<file path="config.mk">
export PLATFORM = sky130hd
export DESIGN_NAME = enemy_motion_ctrl
export DESIGN_NICKNAME = d
export VERILOG_FILES = /design/src/rtl/enemy_pkg.sv /design/src/rtl/enemy_lfsr.sv /design/src/rtl/enemy_motion_ctrl.sv
export SDC_FILE = /design/constraint.sdc
export NUM_CORES = 1
export LEC_CHECK = 0
export BUFFER_PORTS_ARGS = -buffer_cell sky130_fd_sc_hd__buf_2
export CAP_MARGIN = 20
export CORE_ASPECT_RATIO = 0.5
export CORE_MARGIN = 10
export CORE_UTILIZATION = 59
export CTS_CLUSTER_SIZE = 14
export DETAILED_ROUTE_END_ITERATION = 16
export PLACE_DENSITY_LB_ADDON = 0.12
export SKIP_LAST_GASP = 1
export SYNTH_ARGS = -nofsm -noshare
export SYNTH_HDL_FRONTEND = slang
export SYNTH_SLANG_ARGS = --single-unit
</file>
<file path="constraint.sdc">
create_clock -name clk -period 9.3 [get_ports clk]
set_input_delay 2.79 -clock clk [delete_from_list [all_inputs] [get_ports clk]]
set_output_delay 2.79 -clock clk [all_outputs]
set_load 0.03 [all_outputs]
</file>
<file path="src/rtl/enemy_pkg.sv">
// Shared constants, state encoding and helpers for the enemy motion controller.
// Optional respawn of killed enemies is controlled by ENEMY_RESPAWN_EN (see enemy_motion_ctrl).
package enemy_pkg;

  localparam int N_ENEMY     = 10;
  localparam int SPRITE_SIZE = 5;
  localparam int SCREEN_W    = 160;
  localparam int SCREEN_H    = 120;
  localparam int Y_LIMIT     = SCREEN_H - SPRITE_SIZE;
  localparam int STEP        = 1;

  localparam logic [7:0] LFSR_SEED = 8'hA5;

  typedef enum logic [1:0] {
    IDLE  = 2'd0,
    ERASE = 2'd1,
    MOVE  = 2'd2,
    LOAD  = 2'd3
  } state_e;

  // Enemy 0 sits in the least significant byte.
  localparam logic [8*N_ENEMY-1:0] RESET_X = {
    8'd142, 8'd12, 8'd2, 8'd42, 8'd32, 8'd72, 8'd122, 8'd62, 8'd82, 8'd102
  };

  // Folds the upper half of the LFSR range down so a 5-wide sprite stays on screen.
  function automatic logic [7:0] respawn_x(input logic [7:0] lfsr);
    logic [7:0] x;
    if (lfsr[7]) x = {1'b0, lfsr[6:0]} + 8'd28;
    else         x = lfsr;
    return x;
  endfunction

endpackage

</file>
<file path="src/rtl/enemy_lfsr.sv">
// 8-bit Fibonacci LFSR (taps 8,6,5,4) that advances every clock outside reset.
module enemy_lfsr
  import enemy_pkg::*;
(
  input  logic       clk,
  input  logic       reset_n,
  input  logic [7:0] seed,
  output logic [7:0] lfsr
);

  logic feedback;

  assign feedback = lfsr[7] ^ lfsr[5] ^ lfsr[4] ^ lfsr[3];

  always_ff @(posedge clk or negedge reset_n) begin
    if (!reset_n) lfsr <= seed;
    else          lfsr <= {lfsr[6:0], feedback};
  end

endmodule

</file>
<file path="src/rtl/enemy_motion_ctrl.sv">
// Per-frame enemy motion: request erase, step every enemy down one at a time, publish.
// Define ENEMY_RESPAWN_EN to let wrapping enemies become visible again.
module enemy_motion_ctrl
  import enemy_pkg::*;
(
  input  logic                 clk,
  input  logic                 reset_n,
  input  logic                 frame_tick,
  input  logic                 erase_done,
  input  logic [N_ENEMY-1:0]   hit,
  output logic                 op_erase,
  output logic                 load_coord,
  output logic [8*N_ENEMY-1:0] x_bus,
  output logic [8*N_ENEMY-1:0] y_bus,
  output logic [N_ENEMY-1:0]   visible,
  output logic                 wave_clear
);

  // Handshake: frame_tick is accepted only in IDLE, erase_done only in ERASE;
  // load_coord is a single-cycle strobe and x_bus/y_bus are valid in that cycle.

  state_e               state_q, state_d;
  logic [3:0]           idx_q;
  logic [6:0]           ofs;
  logic [8*N_ENEMY-1:0] x_q, y_q;
  logic [N_ENEMY-1:0]   vis_q, vis_d;
  logic                 wc_q;
  logic [7:0]           lfsr;
  logic [7:0]           y_cur;
  logic [8:0]           y_new;
  logic                 wrap;
  logic [7:0]           rsp_x;
  logic                 last_idx;

  enemy_lfsr u_lfsr (
    .clk     (clk),
    .reset_n (reset_n),
    .seed    (LFSR_SEED),
    .lfsr    (lfsr)
  );

  assign ofs      = {idx_q, 3'b000};
  assign y_cur    = y_q[ofs +: 8];
  assign y_new    = {1'b0, y_cur} + 9'(STEP);
  assign wrap     = (y_new > 9'(Y_LIMIT));
  assign rsp_x    = respawn_x(lfsr);
  assign last_idx = (idx_q == 4'(N_ENEMY - 1));

  always_ff @(posedge clk or negedge reset_n) begin
    if (!reset_n) state_q <= IDLE;
    else          state_q <= state_d;
  end

  always_comb begin
    state_d    = state_q;
    op_erase   = 1'b0;
    load_coord = 1'b0;
    case (state_q)
      IDLE:  if (frame_tick) state_d = ERASE;
      ERASE: begin
        op_erase = 1'b1;
        if (erase_done) state_d = MOVE;
      end
      MOVE:  if (last_idx) state_d = LOAD;
      LOAD: begin
        load_coord = 1'b1;
        state_d    = IDLE;
      end
      default: state_d = IDLE;
    endcase
  end

  // A hit in the same cycle as a respawn keeps the enemy dead.
  always_comb begin
    vis_d = vis_q & ~hit;
`ifdef ENEMY_RESPAWN_EN
    if ((state_q == MOVE) && wrap && !hit[idx_q]) vis_d[idx_q] = 1'b1;
`endif
  end

  always_ff @(posedge clk or negedge reset_n) begin
    if (!reset_n) begin
      idx_q <= '0;
      x_q   <= RESET_X;
      y_q   <= '0;
      vis_q <= '1;
      wc_q  <= 1'b0;
    end else begin
      vis_q <= vis_d;
      wc_q  <= (vis_q == '0);
      if ((state_q == ERASE) && erase_done) idx_q <= '0;
      else if ((state_q == MOVE) && !last_idx) idx_q <= idx_q + 4'd1;
      if (state_q == MOVE) begin
        if (wrap) begin
          y_q[ofs +: 8] <= 8'd0;
          x_q[ofs +: 8] <= rsp_x;
        end else begin
          y_q[ofs +: 8] <= y_new[7:0];
        end
      end
    end
  end

  assign x_bus      = x_q;
  assign y_bus      = y_q;
  assign visible    = vis_q;
  assign wave_clear = wc_q;

endmodule

</file>
==> flow_metrics.py <==
metrics = {
    "outcome": {
        "outcome": "complete, no violations",
    },
    "pwr": {
        "p_seq_frac": 0.389,
        "pwr-share-comb": 0.313,
        "power_leakage_uw": 0.00504,
        "p_sw_frac": 0.401,
        "power_per_cell_area_mw_per_mm2": 234,
        "p_switching_uw": 975,
        "clkPwrFrac": 0.298,
        "ir_worst_vdd_mv": 0.164,
        "intPower_uw": 1460,
    },
    "place": {
        "gp_congestion": 0.939,
        "dp_hpwl_mm": 18.9,
        "io_buffer_count": 186,
        "placed_cells": 1092,
    },
    "floorplan": {
        "die_width_microns": 192,
        "ios": 187,
        "start_util": 0.603,
        "die_h_microns": 106,
        "die_area_sq_mm": 0.0204,
        "coreArea_sq_mm": 0.0145,
        "core.rowCount": 31,
    },
    "worst_setup_path": {
        "r2r-end": "y_bus[8]",
        "worstPathArrival_ps": 5630,
        "cp-startpoint": "idx_q[0]",
        "cpMostUsedCell": "buf_4",
        "cpPeakStageDelay_ps": 970,
        "reg2reg_depth": 14,
        "endpoint": "y_bus[8]",
        "criticalPathCategory": "register to register",
        "rrSetupSlack_ps": 3970,
        "cp_cell_sequence": "buf_4 -> mux2_2 -> o31ai_1 -> o22a_2 -> inv_2 -> ha_1 -> inv_1 -> a21oi_1 -> nor2_1 -> a41oi_2 -> clkinv_1 -> o41a_1 -> buf_4 -> a32o_1",
        "critPathCaptureType": "register",
        "crit_required_ps": 9600,
        "cp-start-kind": "register",
        "r2r-start": "idx_q[0]",
        "worstPathMaxFanout": 30,
        "slowest_stage": "dfrtp_1",
    },
    "clock_tree": {
        "clockBufferDepth": 2,
        "cts.sinks": 185,
        "worstSkewPairLatency_ps": 430,
        "cts_resized": 0,
        "holdBufCountCts": 0,
        "cts_tree": "done",
        "cts_buffers": 17,
        "path_clk_slew_ps": 70,
        "cts_setup_buffers": 0,
        "cts_root_buffer": "clkbuf_16",
        "cts.htree.levels": 4,
    },
    "drt": {
        "num_vias": 6922,
        "drt-vias-per-instance": 6.16,
        "firstDrtPassIters": 7,
        "drc": 0,
        "avgRoutedWirePerCell_microns": 23.6,
        "dr.first_iter.drc_count": 805,
        "ant_nets": 0,
        "totalWireLength_mm": 26.5,
    },
    "cells_and_area": {
        "drive_above_1_share": 0.411,
        "multi_input_comb_area_sq_mm": 0.00376,
        "final_common_cell": "buf_2",
        "fin_nets": 940,
        "regArea_sq_mm": 0.00468,
        "nFillCells": 1084,
        "diodes": 0,
        "syn2layout_area_growth_pct": 18.8,
        "instances_no_fill": 1124,
        "mostFrequentLayoutCells": "buf_2, dfrtp_1, mux2_2, nand2_1, nor2_1",
    },
    "global_route": {
        "grt_pass1_wl_mm": 40.6,
        "grt_max_degree": 69,
        "grt_usage": 0.255,
        "grt-ovfl-total": 0,
        "grt_pass1_vias": 6904,
        "grt_antenna_before_repair": 0,
    },
    "sta": {
        "fmax_ghz": 0.187,
        "hold_viol_final": 0,
        "fin_worst_skew_ps": 17.1,
        "tightest_slew_ps": 1030,
        "final-max-slew-violation-count": 0,
        "setup_violations": 0,
        "timing.setup.tns_ps": 0,
        "period_needed_ps": 5330,
        "rsz0062_at_grt": "no",
        "timing.final.crit_share": 0.574,
        "slew_headroom": 0.311,
    },
    "yosys": {
        "synth_edf_count": 0,
        "synth.distinct_cells": 60,
        "synth_ff_type": "dfrtp_1",
        "syn_inst": 741,
        "ys_ff_latch": 185,
        "syn-num-nets": 768,
        "yosys_warnings": 0,
        "ys_seq_area_frac": 0.535,
        "avgSynthCellArea_sq_um": 11.8,
        "syn-cell-area_sq_mm": 0.00875,
        "synth_async_sr_flop_share": 1.00,
    },
    "worst_hold_path": {
        "hold_path_class": "register to register",
    },
    "flow_run": {
        "maxCapViolCount": 0,
    },
}
metal layers:
metal | vias to the layer above | global-route usage | part of all wire
met1 | 3429 | 0.344 | 0.42
met3 | 35 | 0.102 | 0.13
li1 | 3076 | - | -
met5 | - | 0 | 0
met4 | 0 | 0.0578 | 0.014
met2 | 382 | 0.378 | 0.44
state kept, by name, indices dropped and copies added, names as in the netlist:
register	count
x_bus	80
wave_clear	1
state_q	2
visible	10
y_bus	80
u_lfsr.lfsr	8
idx_q	4
layout make-up:
cell class              instances  share of cell area
well taps                     198              0.0238
repair buffers                195              0.0967
flip-flops and latches        185               0.451
clock inverters                14              0.0152
inverters                      29              0.0105
multi-input cells             485               0.362
clock buffers                  18              0.0413
synth_stat cells (all sizes together) (5+ instances only):
library cell | count | share of area
mux2 | 79 | 0.10
nor3 | 7 | 0.0040
dfrtp | 141 | 0.40
nand2 | 63 | 0.028
o41ai | 11 | 0.011
ha | 13 | 0.019
mux4 | 9 | 0.023
nand3 | 19 | 0.011
a21oi | 13 | 0.0074
a32o | 32 | 0.037
xor2 | 5 | 0.0050
and2 | 13 | 0.0096
nor2b | 11 | 0.0079
clkbuf | 24 | 0.010
o32ai | 9 | 0.011
xnor2 | 12 | 0.012
buf | 18 | 0.014
dfstp | 44 | 0.13
o21ai | 28 | 0.018
nand2b | 5 | 0.0036
nand4 | 18 | 0.013
inv | 27 | 0.012
mux2i | 19 | 0.022
nor2 | 52 | 0.022
o22ai | 8 | 0.0079
o31ai | 20 | 0.017
stage by stage:
| stage | hold slack [ps] | worst slack, ps | total power [uW] | area, sq um | util |
|---|---|---|---|---|---|
| final | 440 | 3970 | 2430 | 10400 | 0.716 |
| after global routing | 447 | 3540 | 2530 | 10400 | 0.716 |
| after CTS | 440 | 4080 | 2420 | 10400 | 0.716 |
| after detailed placement | 427 | 4110 | 1700 | 9800 | 0.676 |
| after global placement | 419 | 4260 | 1690 | 9800 | 0.676 |
| after floorplan | 388 | 5440 | 1470 | 8750 | - |
critical path: cells and delay by family (launching register included):
family / cells / cell delay, ps
simple gates: 1 / 110
compound gates: 6 / 2210
fa+ha+maj: 1 / 230
flops: 1 / 970
buf+inv: 5 / 1440
mux: 1 / 210
power by group through the flow:
stage | Clock, uW | Combinational, uW | Sequential, uW
3_3_place_gp | 0 | 734 | 956
6_report | 725 | 763 | 946
5_1_grt | 769 | 808 | 955
2_1_floorplan | 0 | 469 | 1000
3_5_place_dp | 0 | 742 | 958
4_1_cts | 732 | 747 | 943
worst min-delay path by stage:
stage | start | endpoint | slack [ps] | cells past startpoint
2_1_floorplan | u_lfsr.lfsr[5] | u_lfsr.lfsr[6] | 390 | 0
3_5_place_dp | u_lfsr.lfsr[2] | u_lfsr.lfsr[3] | 430 | 0
4_1_cts | u_lfsr.lfsr[2] | u_lfsr.lfsr[3] | 440 | 0
5_1_grt | u_lfsr.lfsr[2] | u_lfsr.lfsr[3] | 450 | 0
3_3_place_gp | u_lfsr.lfsr[1] | u_lfsr.lfsr[2] | 420 | 0
6_report | u_lfsr.lfsr[2] | u_lfsr.lfsr[3] | 440 | 0
cells by family after synthesis:
kind of cell	after synthesis	share of synthesized area
muxes	107	0.147
xor gates and xnor gates	17	0.0170
and+or+nand+nor	207	0.115
DFF	185	0.535
adders and majority gates	13	0.0186
buffers and inverters	71	0.0366
AOI/OAI and AO/OA	141	0.131
No activity file was read; power rests on OpenSTA's default activity.
